--- src/rtl/pc_fetch_sequencer_pkg.sv ---
// Shared definitions for the fetch sequencer: FSM encodings and default PC parameters.
package pc_fetch_sequencer_pkg;

  typedef enum logic [1:0] {
    S_RESET = 2'd0,
    S_FETCH = 2'd1,
    S_HOLD  = 2'd2,
    S_FLUSH = 2'd3
  } state_t;

  localparam logic [31:0] RESET_VEC_DEFAULT = 32'h0000_0000;
  localparam int unsigned PC_STEP_DEFAULT   = 4;

endpackage

--- src/rtl/pc_fetch_sequencer_jump_target_calc.sv ---
// Combinational redirect select (jr > j > branch) and target arithmetic, all modulo 2^32.
module jump_target_calc (
  input  logic        br_take,
  input  logic [15:0] br_off,
  input  logic        j_take,
  input  logic [25:0] j_index,
  input  logic        jr_take,
  input  logic [31:0] jr_addr,
  input  logic [31:0] redir_base,
  output logic        redir,
  output logic [31:0] target
);

  logic [31:0] br_target;
  logic [31:0] j_target;
  logic [31:0] jr_target;

  assign br_target = redir_base + {{14{br_off[15]}}, br_off, 2'b00};
  assign j_target  = {redir_base[31:28], j_index, 2'b00};
  // Misaligned register targets are forced onto a word boundary; the top flags it.
  assign jr_target = {jr_addr[31:2], 2'b00};

  assign redir = jr_take | j_take | br_take;

  always_comb begin
    target = '0;
    if (jr_take)      target = jr_target;
    else if (j_take)  target = j_target;
    else if (br_take) target = br_target;
  end

endmodule

--- src/rtl/pc_fetch_sequencer.sv ---
// Program counter owner and instruction fetch sequencer with a one-entry decode buffer.
// Define PC_DELAY_SLOT_EN to keep the word at redir_base (delay slot) before redirecting.
module pc_fetch_sequencer
  import pc_fetch_sequencer_pkg::*;
#(
  parameter logic [31:0] RESET_VEC = RESET_VEC_DEFAULT,
  parameter int unsigned PC_STEP   = PC_STEP_DEFAULT
) (
  input  logic        clk,
  input  logic        rst_n,
  input  logic        stall,
  input  logic        br_take,
  input  logic [15:0] br_off,
  input  logic        j_take,
  input  logic [25:0] j_index,
  input  logic        jr_take,
  input  logic [31:0] jr_addr,
  input  logic [31:0] redir_base,
  output logic        imem_req,
  output logic [31:0] imem_addr,
  input  logic        imem_ack,
  input  logic [31:0] imem_rdata,
  output logic        if_valid,
  output logic [31:0] if_instr,
  output logic [31:0] if_pc,
  output logic        jr_misalign,
  output state_t      fsm_state
);

  // Handshake: once imem_req rises it stays high with imem_addr stable until the cycle
  // imem_ack is high; that cycle completes the transfer and imem_rdata is sampled.

  state_t      state, state_n;
  logic [31:0] pc, pc_n;
  logic [31:0] tgt, tgt_n;
  logic        busy, busy_n;
  logic        if_valid_n;
  logic [31:0] if_instr_n, if_pc_n;
  logic        misalign_n;
  logic        redir;
  logic [31:0] target;
  logic        accept;
  logic [31:0] pc_seq;

`ifdef PC_DELAY_SLOT_EN
  logic        pend, pend_n;
  logic [31:0] pend_base, pend_base_n;
  logic        eff_pend;
  logic [31:0] eff_tgt, eff_base;

  assign eff_pend = pend | redir;
  assign eff_tgt  = redir ? target : tgt;
  assign eff_base = redir ? redir_base : pend_base;
`endif

  jump_target_calc u_jump_target_calc (
    .br_take    (br_take),
    .br_off     (br_off),
    .j_take     (j_take),
    .j_index    (j_index),
    .jr_take    (jr_take),
    .jr_addr    (jr_addr),
    .redir_base (redir_base),
    .redir      (redir),
    .target     (target)
  );

  assign pc_seq    = pc + 32'(PC_STEP);
  assign fsm_state = state;

  // A new request is withheld while decode is stalled on a full buffer, but a request
  // already on the bus (busy) is never withdrawn.
  always_comb begin
    imem_req = 1'b0;
    unique case (state)
      S_FETCH: imem_req = busy || !(if_valid && stall);
      S_FLUSH: imem_req = 1'b1;
      default: imem_req = 1'b0;
    endcase
  end

  assign imem_addr = imem_req ? pc : '0;
  assign accept    = (state == S_FETCH) && imem_req && imem_ack && (!if_valid || !stall);

  always_comb begin
    state_n    = state;
    pc_n       = pc;
    tgt_n      = tgt;
    busy_n     = imem_req && !imem_ack;
    if_valid_n = if_valid;
    if_instr_n = if_instr;
    if_pc_n    = if_pc;
    misalign_n = jr_misalign | (jr_take && (jr_addr[1:0] != 2'b00));
`ifdef PC_DELAY_SLOT_EN
    pend_n      = pend;
    pend_base_n = pend_base;
`endif
    unique case (state)
      S_RESET: state_n = S_FETCH;
      S_FETCH, S_HOLD: begin
        if (accept) begin
          if_instr_n = imem_rdata;
          if_pc_n    = pc;
          if_valid_n = 1'b1;
          pc_n       = pc_seq;
        end else if (!stall) begin
          if_valid_n = 1'b0;
        end
        // An ack that lands while the buffer is full and stalled is dropped; pc is not
        // advanced, so the same word is fetched again after the hold.
        if (state == S_HOLD)
          state_n = stall ? S_HOLD : S_FETCH;
        else if (if_valid && stall && (!imem_req || imem_ack))
          state_n = S_HOLD;
`ifdef PC_DELAY_SLOT_EN
        if (eff_pend && (pc != eff_base)) begin
          // Delay slot already fetched: anything beyond it is discarded.
          pend_n     = 1'b0;
          if_valid_n = if_valid && stall;
          if_instr_n = if_instr;
          if_pc_n    = if_pc;
          if (imem_req && !imem_ack) begin
            tgt_n   = eff_tgt;
            state_n = S_FLUSH;
          end else begin
            pc_n    = eff_tgt;
            state_n = S_FETCH;
          end
        end else if (eff_pend) begin
          pend_n      = 1'b1;
          tgt_n       = eff_tgt;
          pend_base_n = eff_base;
          if (accept) begin
            pc_n   = eff_tgt;
            pend_n = 1'b0;
          end
        end
`else
        if (redir) begin
          if_valid_n = 1'b0;
          if_instr_n = if_instr;
          if_pc_n    = if_pc;
          if (imem_req && !imem_ack) begin
            tgt_n   = target;
            state_n = S_FLUSH;
          end else begin
            pc_n    = target;
            state_n = S_FETCH;
          end
        end
`endif
      end
      S_FLUSH: begin
`ifdef PC_DELAY_SLOT_EN
        pend_n = 1'b0;
`endif
        if (imem_ack) begin
          pc_n    = redir ? target : tgt;
          state_n = S_FETCH;
        end else if (redir) begin
          tgt_n = target;
        end
      end
      default: state_n = S_RESET;
    endcase
  end

  always_ff @(posedge clk or negedge rst_n) begin
    if (!rst_n) begin
      state       <= S_RESET;
      pc          <= RESET_VEC;
      tgt         <= '0;
      busy        <= 1'b0;
      if_valid    <= 1'b0;
      if_instr    <= '0;
      if_pc       <= '0;
      jr_misalign <= 1'b0;
`ifdef PC_DELAY_SLOT_EN
      pend        <= 1'b0;
      pend_base   <= '0;
`endif
    end else begin
      state       <= state_n;
      pc          <= pc_n;
      tgt         <= tgt_n;
      busy        <= busy_n;
      if_valid    <= if_valid_n;
      if_instr    <= if_instr_n;
      if_pc       <= if_pc_n;
      jr_misalign <= misalign_n;
`ifdef PC_DELAY_SLOT_EN
      pend        <= pend_n;
      pend_base   <= pend_base_n;
`endif
    end
  end

endmodule
--- config.mk ---
export PLATFORM = sky130hd
export DESIGN_NAME = pc_fetch_sequencer
export DESIGN_NICKNAME = d
export VERILOG_FILES = /design/src/rtl/pc_fetch_sequencer_pkg.sv /design/src/rtl/pc_fetch_sequencer_jump_target_calc.sv /design/src/rtl/pc_fetch_sequencer.sv
export SDC_FILE = /design/constraint.sdc
export NUM_CORES = 1
export LEC_CHECK = 0
export CORE_ASPECT_RATIO = 0.6
export CORE_MARGIN = 10
export CORE_UTILIZATION = 40
export CTS_BUF_LIST = sky130_fd_sc_hd__clkbuf_8
export CTS_CLUSTER_DIAMETER = 40
export DETAILED_ROUTE_END_ITERATION = 8
export GPL_TIMING_DRIVEN = 0
export HOLD_SLACK_MARGIN = 0.05
export PLACE_DENSITY = 0.75
export SYNTH_ARGS = -nofsm -noshare
export SYNTH_HDL_FRONTEND = slang
export SYNTH_SLANG_ARGS = --single-unit
--- constraint.sdc ---
create_clock -name clk -period 5 [get_ports clk]
set_clock_uncertainty 0.05 [all_clocks]
set_input_delay 0.75 -clock clk [delete_from_list [all_inputs] [get_ports clk]]
set_output_delay 0.75 -clock clk [all_outputs]
set_load 0.1 [all_outputs]
[Yosys cells after proc, flatten, opt, wreduce, memory -nomap -nowiden]
Index checks and enable logic that the tools add are counted.
Storage, ports and cells
  register bits after elaboration: 133
  logic and storage cells: 72
  input port bits: 145
Operators by class
  equal/unequal tests: 9
  bitwise gates (word level): 4
  reduce and logical (&&, ||, !) cells: 24
  multiplexer cells: 25
  $add $sub $neg: 2
Operators with widths (count)
  2-to-1 mux 32 bit: 12
  one-hot mux 32 bit (2 select lines): 2
  adder 32 x 3 -> 32 bit, second input constant: 1
  adder 32 bit: 1
  2-to-1 mux 2 bit: 6
  != test 2 bit, second input constant: 4
  logical AND 1 bit: 7
  one-hot mux 2 bit (3 select lines): 1
  AND reduction 2 bit: 3
  zero test 1 bit: 5
  equality test 2 bit, second input constant: 2
  != test 4 bit, second input constant: 1
  AND reduction 4 bit: 1
  nonzero test 2 bit: 2
  logical OR 1 bit: 3
  2-to-1 mux 1 bit: 3
  != test 3 x 1 -> 1 bit, second input constant: 1
  bitwise OR 1 bit: 3
  AND reduction 3 bit: 1
  equality test 2 x 1 -> 1 bit, second input constant: 1
  zero test 2 bit: 1
  one-hot mux 1 bit (2 select lines): 1
  OR reduction 2 bit: 1
  inverter 1 bit: 1

[Longest topological paths before layout]
Gate-level depths: netlist of the first run.
  depth in word-level cells: 11
  depth in mapped cells: 14
  mapped depth without buffers: 13

[Modules after synthesis]
A second synthesis of the first run with hierarchy kept.
Second synthesis, totals
  cell total of the unflattened synthesis: 951
  area total of the unflattened synthesis: 9085.0 sq um
Modules (own cells, without submodules)
  pc_fetch_sequencer: area an instance 6932.9 sq um, cells each 625, times used 1
  jump_target_calc: area an instance 2152.1 sq um, cells each 326, times used 1

[Worst setup path after synthesis of the first run]
No wires, ideal clock.
  path kind: register -> output
  start point: register state[0], in the netlist fsm_state[0]
  end point: output imem_addr[10]
  cell stages (with the launch flop): 6
  required time: 4.200 ns
  slack: 1.237 ns
  data arrival time: 2.963 ns
  path through: dfrtp_1 ha_1 o21a_1 nor2_2 clkbuf_1 nor2b_1
On the way
  cells in the longest elaborated chain, start to end: 3
Ends and longest elaborated chain
  start: declaration: line pc_fetch_sequencer.sv:33  | state_t state, state_n;
  start signal: assignment: line pc_fetch_sequencer.sv:183  | state <= state_n;
  equality test 2 bit or equality test 2 x 1 -> 1 bit (tied branches): line pc_fetch_sequencer.sv:75  | unique case (state)
  one-hot mux 1 bit (2 select lines) *: line pc_fetch_sequencer.sv:75
  2-to-1 mux 32 bit *: line pc_fetch_sequencer.sv:82  | assign imem_addr = imem_req ? pc : '0;
  end: declaration: line pc_fetch_sequencer.sv:20  | output logic [31:0] imem_addr,
Every way passes the cells marked *; elsewhere a longest branch is shown, timed or not.

[Worst setup path in the final report of the first run]
  start point: input stall
  end point: output imem_addr[27]
On the way
  cells in the longest elaborated chain, start to end: 5
Ends and longest elaborated chain
  start: declaration: line pc_fetch_sequencer.sv:11  | input logic stall,
  logical AND 1 bit: line pc_fetch_sequencer.sv:76  | S_FETCH: imem_req = busy || !(if_valid && stall);
  zero test 1 bit: line pc_fetch_sequencer.sv:76
  logical OR 1 bit: line pc_fetch_sequencer.sv:76
  one-hot mux 1 bit (2 select lines): line pc_fetch_sequencer.sv:75
  2-to-1 mux 32 bit: line pc_fetch_sequencer.sv:82
Every way passes these cells.

==> results.rst, run 1 <==
.. list-table::
   :header-rows: 1

   * - Metric
     - Value
   * - Outcome
     - finished, final reports clean
   * - Count of final max-slew check failures
     - 0
   * - Fraction of the yosys area taken by sequential cells
     - 39.21%
   * - Fin crit share
     - 91.48%
   * - Fill count
     - 1913
   * - Instance count after placement with tap cells included
     - 1444
   * - Worst Setup Path Type
     - input pin to primary output
   * - Startpoint class of the critical path
     - input pin
   * - Detailed placer's ending HPWL
     - 25310 um
   * - Transition time at the pin with the least slew margin
     - 1.030 ns
   * - Setup repair bufs after CTS
     - 0
   * - VDD IR-drop max
     - 774.7 uV
   * - Register clock-pin slew on the reported worst setup and hold paths
     - 0.07 ns
   * - Ports placed on the boundary
     - 246
   * - Cells along the critical path
     - clkdlybuf4s50_1 -> nand2_1 -> o21a_1 -> nor2_2 -> clkbuf_1 -> nor2b_1 -> clkdlybuf4s50_1
   * - Slowest cell on the critical path
     - clkdlybuf4s50_1
   * - Synth Area per Inst
     - 9.226 sq um
   * - Die X-Extent
     - 208.1 um
   * - Maximum number of pins on one net before global-route repair
     - 72
   * - Post-synthesis instance area
     - 8488 sq um
   * - Flip-flop cell with the highest count after synthesis
     - dfrtp_1
   * - Detailed-router iteration count before antenna repair
     - 7
   * - Antenna-violating nets left
     - 0
   * - Number of buffers on the longest clock path
     - 2
   * - Fin. Hold Viols
     - 0
   * - Iteration-0 DRC Markers
     - 775
   * - # diodes
     - 0
   * - Share of final-layout standard cells stronger than drive strength 1
     - 11.62%
   * - Cell seen most often among critical-path stages
     - clkdlybuf4s50_1
   * - Clock latency reported for the late side of the worst-skew pair
     - 0.45 ns
   * - Gate count after technology mapping
     - 920
   * - Number of different library cells in the post-synthesis netlist
     - 73
   * - Mean number of vias per cell
     - 5.769
   * - Leakage power total
     - 4.845 nW
   * - Depth of the most critical reg-to-reg path
     - 13
   * - Storage cell area
     - 3328 sq um
   * - Number of warnings reported in the yosys synthesis log
     - 0
   * - Post-layout util
     - 55.95%
   * - Std cell rows
     - 41
   * - Async set or reset register ratio after synthesis
     - 100.0%
   * - Net Count, Synth
     - 1099
   * - Worst endpoint required time
     - 4.20 ns
   * - Number of gates resized after cts
     - 0
   * - Number of levels in the clock H-tree
     - 4
   * - Effective utilization at floorplan
     - 40.55%
   * - Worst path max stage delay
     - 1.00 ns
   * - Net count reported at finish
     - 1363
   * - Post-route non-filler standard cell count
     - 1475
   * - Setup slack of the worst register-to-register path
     - 1.35 ns
   * - Count of flip-flops with a built-in enable after synthesis
     - 0
   * - Setup violators final
     - 0
   * - Achievable clock frequency
     - 0.2186 GHz
   * - Startpoint of the most critical register-to-register path
     - fsm_state[1]
   * - Global-route wire length before repair
     - 49120 um
   * - Highest-count cells in the layout ignoring fill and taps
     - 243 x clkdlybuf4s50_1, 133 x dfrtp_1, 95 x nand2_1
   * - Destination of the worst register-to-register timing path
     - pc[28]
   * - Wire length reported by the detailed router
     - 31810 um
   * - Number of max-cap violations
     - 0
   * - Post-synthesis to final-layout area growth
     - 37.96%
   * - TritonCTS clock tree
     - built
   * - Min-delay worst type
     - input pin to async pin
   * - Initial antenna violation count
     - 1
   * - Number of hold-repair buffers added at the cts stage
     - 0
   * - Via count of the routed design
     - 8510
   * - Routed len/inst
     - 21.57 um
   * - Arrival time at the worst endpoint
     - 3.77 ns
   * - Remaining DRCs
     - 0
   * - Post-route minimum period
     - 4.574 ns
   * - Maximum fanout encountered on the critical timing path
     - 10
   * - All-Layer GR Usage
     - 22.25%
   * - # port buffers
     - 244
   * - Final weighted congestion of routability-driven global placement
     - 0.9506
   * - Leading cell type in the layout, fill and taps excluded
     - clkdlybuf4s50_1
   * - Cell at the root of the clock tree
     - clkbuf_8
   * - Remaining max-slew budget at the tightest pin
     - 31.09%
   * - Die boundary height
     - 132.8 um
   * - Unrepaired setup endpoints after global routing
     - no
   * - Endpoint class of the critical path
     - primary output
   * - Combined area of the multi-input logic cells
     - 4860 sq um
   * - Clock sink count
     - 133
   * - Clock buffer count from CTS
     - 17
   * - Die footprint
     - 27640 sq um
   * - Residual overflow from global routing
     - 0
   * - Power density over the cells
     - 761.3 nW/um^2
   * - Core region area
     - 20930 sq um
   * - Number of global-route vias before repair
     - 8399
   * - Post-synthesis sequential element count
     - 133
-- metal layers --
metal,up-vias,track usage (%),part of all wire (%)
li1,3905,-,-
met1,4171,31.29,46
met2,410,31.61,41
met3,22,8.649,12
met4,2,3.888,0.86
met5,-,0,0.041
-- Yosys cell counts (all sizes together) (5+ instances only) --
master  number  share of area (%)
nor2        53                2.4
and3        15                1.1
nand2b      11               0.81
a21oi       66                3.9
clkbuf      45                2.0
a31oi        8               0.66
xnor2       21                2.2
nor3        14               0.83
a22oi       13                1.1
nor2b       33                2.4
a21o        16                1.4
ha          33                4.9
xor2        15                1.5
mux2        80                 11
o211ai       7               0.68
dfrtp      133                 39
nand2       95                4.2
nand4        9               0.74
or3          5               0.37
and2         5               0.37
a221oi      11                1.1
o221ai       5               0.52
inv         20               0.88
buf         10               0.57
o21ai      101                6.0
a221o        8               0.94
nor4         5               0.44
nand3       18                1.1
-- cells by family after synthesis --
kind of cell | Yosys count | synth area share (%)
adder cells (fa/ha/maj) | 34 | 5.100
flip-flops | 133 | 39.21
XOR/XNOR | 36 | 3.715
AO/OA/AOI/OAI | 285 | 21.90
buffers and inverters | 77 | 3.538
AND/OR/NAND/NOR | 271 | 15.45
multiplexers | 84 | 11.08
-- through the flow --
step | hold WS (ns) | setup slack [ns] | area (sq um) | power (mW) | setup TNS (ns)
finish | 0.2182 | 0.4259 | 11710 | 8.915 | 0
global route | 0.2490 | 0.2813 | 11710 | 9.326 | 0
CTS | 0.2416 | 0.4558 | 11710 | 8.927 | 0
detailed placement | 0.4222 | 0.4253 | 11310 | 7.981 | 0
global placement | 0.4042 | -2.373 | 11280 | 7.904 | -312.83
floorplan | 0.3984 | 1.237 | 8488 | 6.344 | 0
-- critical path, delay by kind of cell --
| kind | cells | cell delay [ns] |
|---|---|---|
| buf+inv | 3 | 2.10 |
| simple gates | 3 | 0.69 |
| compound gates | 1 | 0.22 |
-- registers in the layout, summed over array words and instances (netlist names) --
| signal | count |
|---|---|
| fsm_state | 2 |
| if_instr | 32 |
| tgt | 32 |
| busy | 1 |
| pc | 32 |
| if_valid | 1 |
| jr_misalign | 1 |
| if_pc | 32 |
-- worst max-delay path by stage --
| stage | startpoint | to | cells past startpoint | slack [ns] |
|---|---|---|---|---|
| after CTS | stall | imem_addr[27] | 7 | 0.46 |
| final | stall | imem_addr[27] | 7 | 0.43 |
| after global routing | stall | imem_addr[4] | 7 | 0.28 |
| after global placement | rst_n | if_instr[19] | 1 | -2.37 |
| after detailed placement | br_off[15] | tgt[31] | 13 | 0.43 |
| after floorplan | fsm_state[0] | imem_addr[10] | 5 | 1.24 |
-- final cells by class --
type	count	area share, %
clock inverters	11	1.079
inverters	22	0.7052
flip-flops and latches	133	28.42
repair buffers	245	21.10
clock buffers	20	2.351
well taps	279	2.981
plain buffers	55	1.859
multi-input cells	710	41.50
-- power breakdown --
group	total (mW)	switching (mW)	internal, mW
combinational	6.02	4.44	1.59
clock	0.924	0.443	0.481
sequential	1.97	0.394	1.57
No activity file was read; power rests on OpenSTA's default activity.
==> inputs of run 2 (changes only) <==
--- a/config.mk
+++ b/config.mk
@@ -14,6 +14,7 @@
 export GPL_TIMING_DRIVEN = 0
 export HOLD_SLACK_MARGIN = 0.05
 export PLACE_DENSITY = 0.75
+export SLEW_MARGIN = 5
 export SYNTH_ARGS = -nofsm -noshare
 export SYNTH_HDL_FRONTEND = slang
 export SYNTH_SLANG_ARGS = --single-unit
==> results of run 2 <==
Final layout, timing and power as in run 1 (identical DEF).
==> inputs of run 3 (changes only) <==
--- a/config.mk
+++ b/config.mk
@@ -5,13 +5,13 @@
 export SDC_FILE = /design/constraint.sdc
 export NUM_CORES = 1
 export LEC_CHECK = 0
+export CAP_MARGIN = 40
 export CORE_ASPECT_RATIO = 0.6
 export CORE_MARGIN = 10
 export CORE_UTILIZATION = 40
 export CTS_BUF_LIST = sky130_fd_sc_hd__clkbuf_8
 export CTS_CLUSTER_DIAMETER = 40
 export DETAILED_ROUTE_END_ITERATION = 8
-export GPL_TIMING_DRIVEN = 0
 export HOLD_SLACK_MARGIN = 0.05
 export PLACE_DENSITY = 0.75
 export SLEW_MARGIN = 5
==> run 3 against run 2 <==
Against the previous run:
- global-route usage hardly changed
- sequential power up 2%
- die area unchanged
- fmax rose by 21%
- core utilization up 5.6 points
- critical path depth increased by 7
- first-iteration DRC count shrank 2.2%
- count of clock-buffer cells in the layout down 1
- hold slack worse by 0.054 ns
- clock power fell by 1%
==> results.rst, run 3 (same netlist as run 1, synthesis figures left out) <==
.. list-table::
   :header-rows: 1

   * - Metric
     - Value
   * - Fill count
     - 1659
   * - Leakage power total
     - 5.516 nW
   * - Ports placed on the boundary
     - 246
   * - Post-route worst setup slack
     - 1.231 ns
   * - Maximum fanout encountered on the critical timing path
     - 4
   * - Register clock-pin slew on the reported worst setup and hold paths
     - 0.08 ns
   * - Total placed instance area
     - 12490 sq um
   * - Startpoint class of the critical path
     - input pin
   * - Setup repair bufs after CTS
     - 0
   * - Clock sink count
     - 133
   * - Worst setup slack before clock tree synthesis
     - 0.8136 ns
   * - Endpoint class of the critical path
     - register
   * - TritonCTS clock tree
     - built
   * - Highest-count cells in the layout ignoring fill and taps
     - 210 x clkdlybuf4s50_1, 133 x dfrtp_1, 95 x nand2_1
   * - Remaining DRCs
     - 0
   * - Storage cell area
     - 3328 sq um
   * - Area of all placed cells without fillers
     - 12890 sq um
   * - Number of global-route vias before repair
     - 8568
   * - Power density over the cells
     - 767.0 nW/um^2
   * - Antenna-violating nets left
     - 0
   * - Depth of the most critical reg-to-reg path
     - 9
   * - Count of final max-slew check failures
     - 0
   * - Leading cell type in the layout, fill and taps excluded
     - clkdlybuf4s50_1
   * - Grt met3 use
     - 7.685%
   * - Transition time at the pin with the least slew margin
     - 0.9009 ns
   * - Worst endpoint required time
     - 5.28 ns
   * - Wire length reported by the detailed router
     - 31330 um
   * - Initial antenna violation count
     - 0
   * - Number of gates resized after cts
     - 0
   * - Number of max-cap violations
     - 0
   * - Std cell rows
     - 41
   * - Number of hold-repair buffers added at the cts stage
     - 0
   * - # diodes
     - 0
   * - Unrepaired setup endpoints after global routing
     - no
   * - Mean number of vias per cell
     - 5.677
   * - Arrival time at the worst endpoint
     - 4.05 ns
   * - Post-synthesis to final-layout area growth
     - 51.84%
   * - Fin crit share
     - 75.38%
   * - Post-layout util
     - 61.58%
   * - Post-route minimum period
     - 3.769 ns
   * - Outcome
     - finished, final reports clean
   * - # port buffers
     - 245
   * - Hold Slack
     - 0.1644 ns
   * - Clock buffer count from CTS
     - 17
   * - Residual overflow from global routing
     - 0
   * - Via count of the routed design
     - 8572
   * - Detailed placer's ending HPWL
     - 24620 um
   * - Fin. Hold Viols
     - 0
   * - Setup crit start
     - br_off[0]
   * - Most congested layer reported by global routing
     - met2
   * - VDD IR-drop max
     - 783.3 uV
   * - Iteration-0 DRC Markers
     - 758
   * - Die footprint
     - 27640 sq um
   * - End of the critical path
     - tgt[30]
   * - Min-delay worst type
     - input pin to async pin
   * - All-Layer GR Usage
     - 22.25%
   * - Global-route wire length before repair
     - 49710 um
   * - Net count reported at finish
     - 1397
   * - Die X-Extent
     - 208.1 um
   * - Cell at the root of the clock tree
     - clkbuf_8
   * - Effective utilization at floorplan
     - 40.55%
   * - Destination of the worst register-to-register timing path
     - tgt[13]
   * - Worst Setup Path Type
     - input pin to register
   * - Number of buffers on the longest clock path
     - 2
   * - Detailed-router iteration count before antenna repair
     - 5
   * - Share of final-layout standard cells stronger than drive strength 1
     - 20.71%
   * - Final weighted congestion of routability-driven global placement
     - 0.9314
   * - Combined area of the multi-input logic cells
     - 4870 sq um
   * - Met1 GRT Util
     - 30.73%
   * - Maximum number of pins on one net before global-route repair
     - 66
   * - Setup slack of the worst register-to-register path
     - 1.53 ns
   * - Startpoint of the most critical register-to-register path
     - fsm_state[1]
   * - Remaining max-slew budget at the tightest pin
     - 39.94%
   * - Core region area
     - 20930 sq um
   * - Die boundary height
     - 132.8 um
   * - Met2 Track Usage GR
     - 32.54%
   * - Routed len/inst
     - 20.75 um
   * - Number of levels in the clock H-tree
     - 4
   * - Clock latency reported for the late side of the worst-skew pair
     - 0.44 ns
   * - Final-layout setup total negative slack
     - 0 ns
   * - Setup violators final
     - 0
   * - Achievable clock frequency
     - 0.2653 GHz
==> run 3: final cells by class <==
| class | instances | area share (%) |
|---|---|---|
| clock buffers | 19 | 2.029 |
| clock inverters | 13 | 1.029 |
| inverters | 22 | 0.6407 |
| multi-input cells | 710 | 37.78 |
| flip-flops and latches | 133 | 25.82 |
| well taps | 279 | 2.708 |
| repair buffers | 334 | 29.99 |
==> run 3: worst max-delay path: stages <==
cell and delay [ns]:
clkdlybuf4s50_1 0.46, ha_1 0.18, inv_1 0.06, fa_1 0.39, nand2b_1 0.20, a21oi_1 0.22
a31oi_2 0.19, o21ai_1 0.30, a21oi_1 0.17, o21ai_2 0.22, nor4b_1 0.07, a211o_1 0.24
a221o_1 0.32, mux2_2 0.26
==> run 3: routing by layer <==
metal	wire, um	vias to the layer above	share of wire [%]
met1	14090	4141	45
met2	13610	432	43
li1	-	3961	-
met5	0	-	0
met4	422	0	1.3
met3	3204	38	10
==> run 3: worst min path at each step <==
stage                           start          end  slack [ns]  depth (start not counted)
final                           rst_n    if_pc[29]        0.16                          1
after global routing            rst_n  if_instr[3]        0.16                          1
after CTS                       rst_n  if_instr[3]        0.14                          1
after detailed placement  jr_misalign  jr_misalign        0.43                          1
after global placement    jr_misalign  jr_misalign        0.41                          1
after floorplan                 rst_n         busy        0.40                          0
==> run 3: power by group <==
group	total [mW]	leakage [nW]	internal, mW	switching [mW]
registers	2.01	1.65	1.57	0.442
logic	6.96	3.67	2.41	4.55
clock network	0.912	0.193	0.466	0.446
==> run 3: through the flow <==
stage / instances / total power [mW]
6_report: 1510 / 9.885
5_1_grt: 1510 / 10.34
4_1_cts: 1510 / 9.921
3_5_place_dp: 1478 / 8.981
3_3_place_gp: 1409 / 7.786
2_1_floorplan: 920 / 6.344
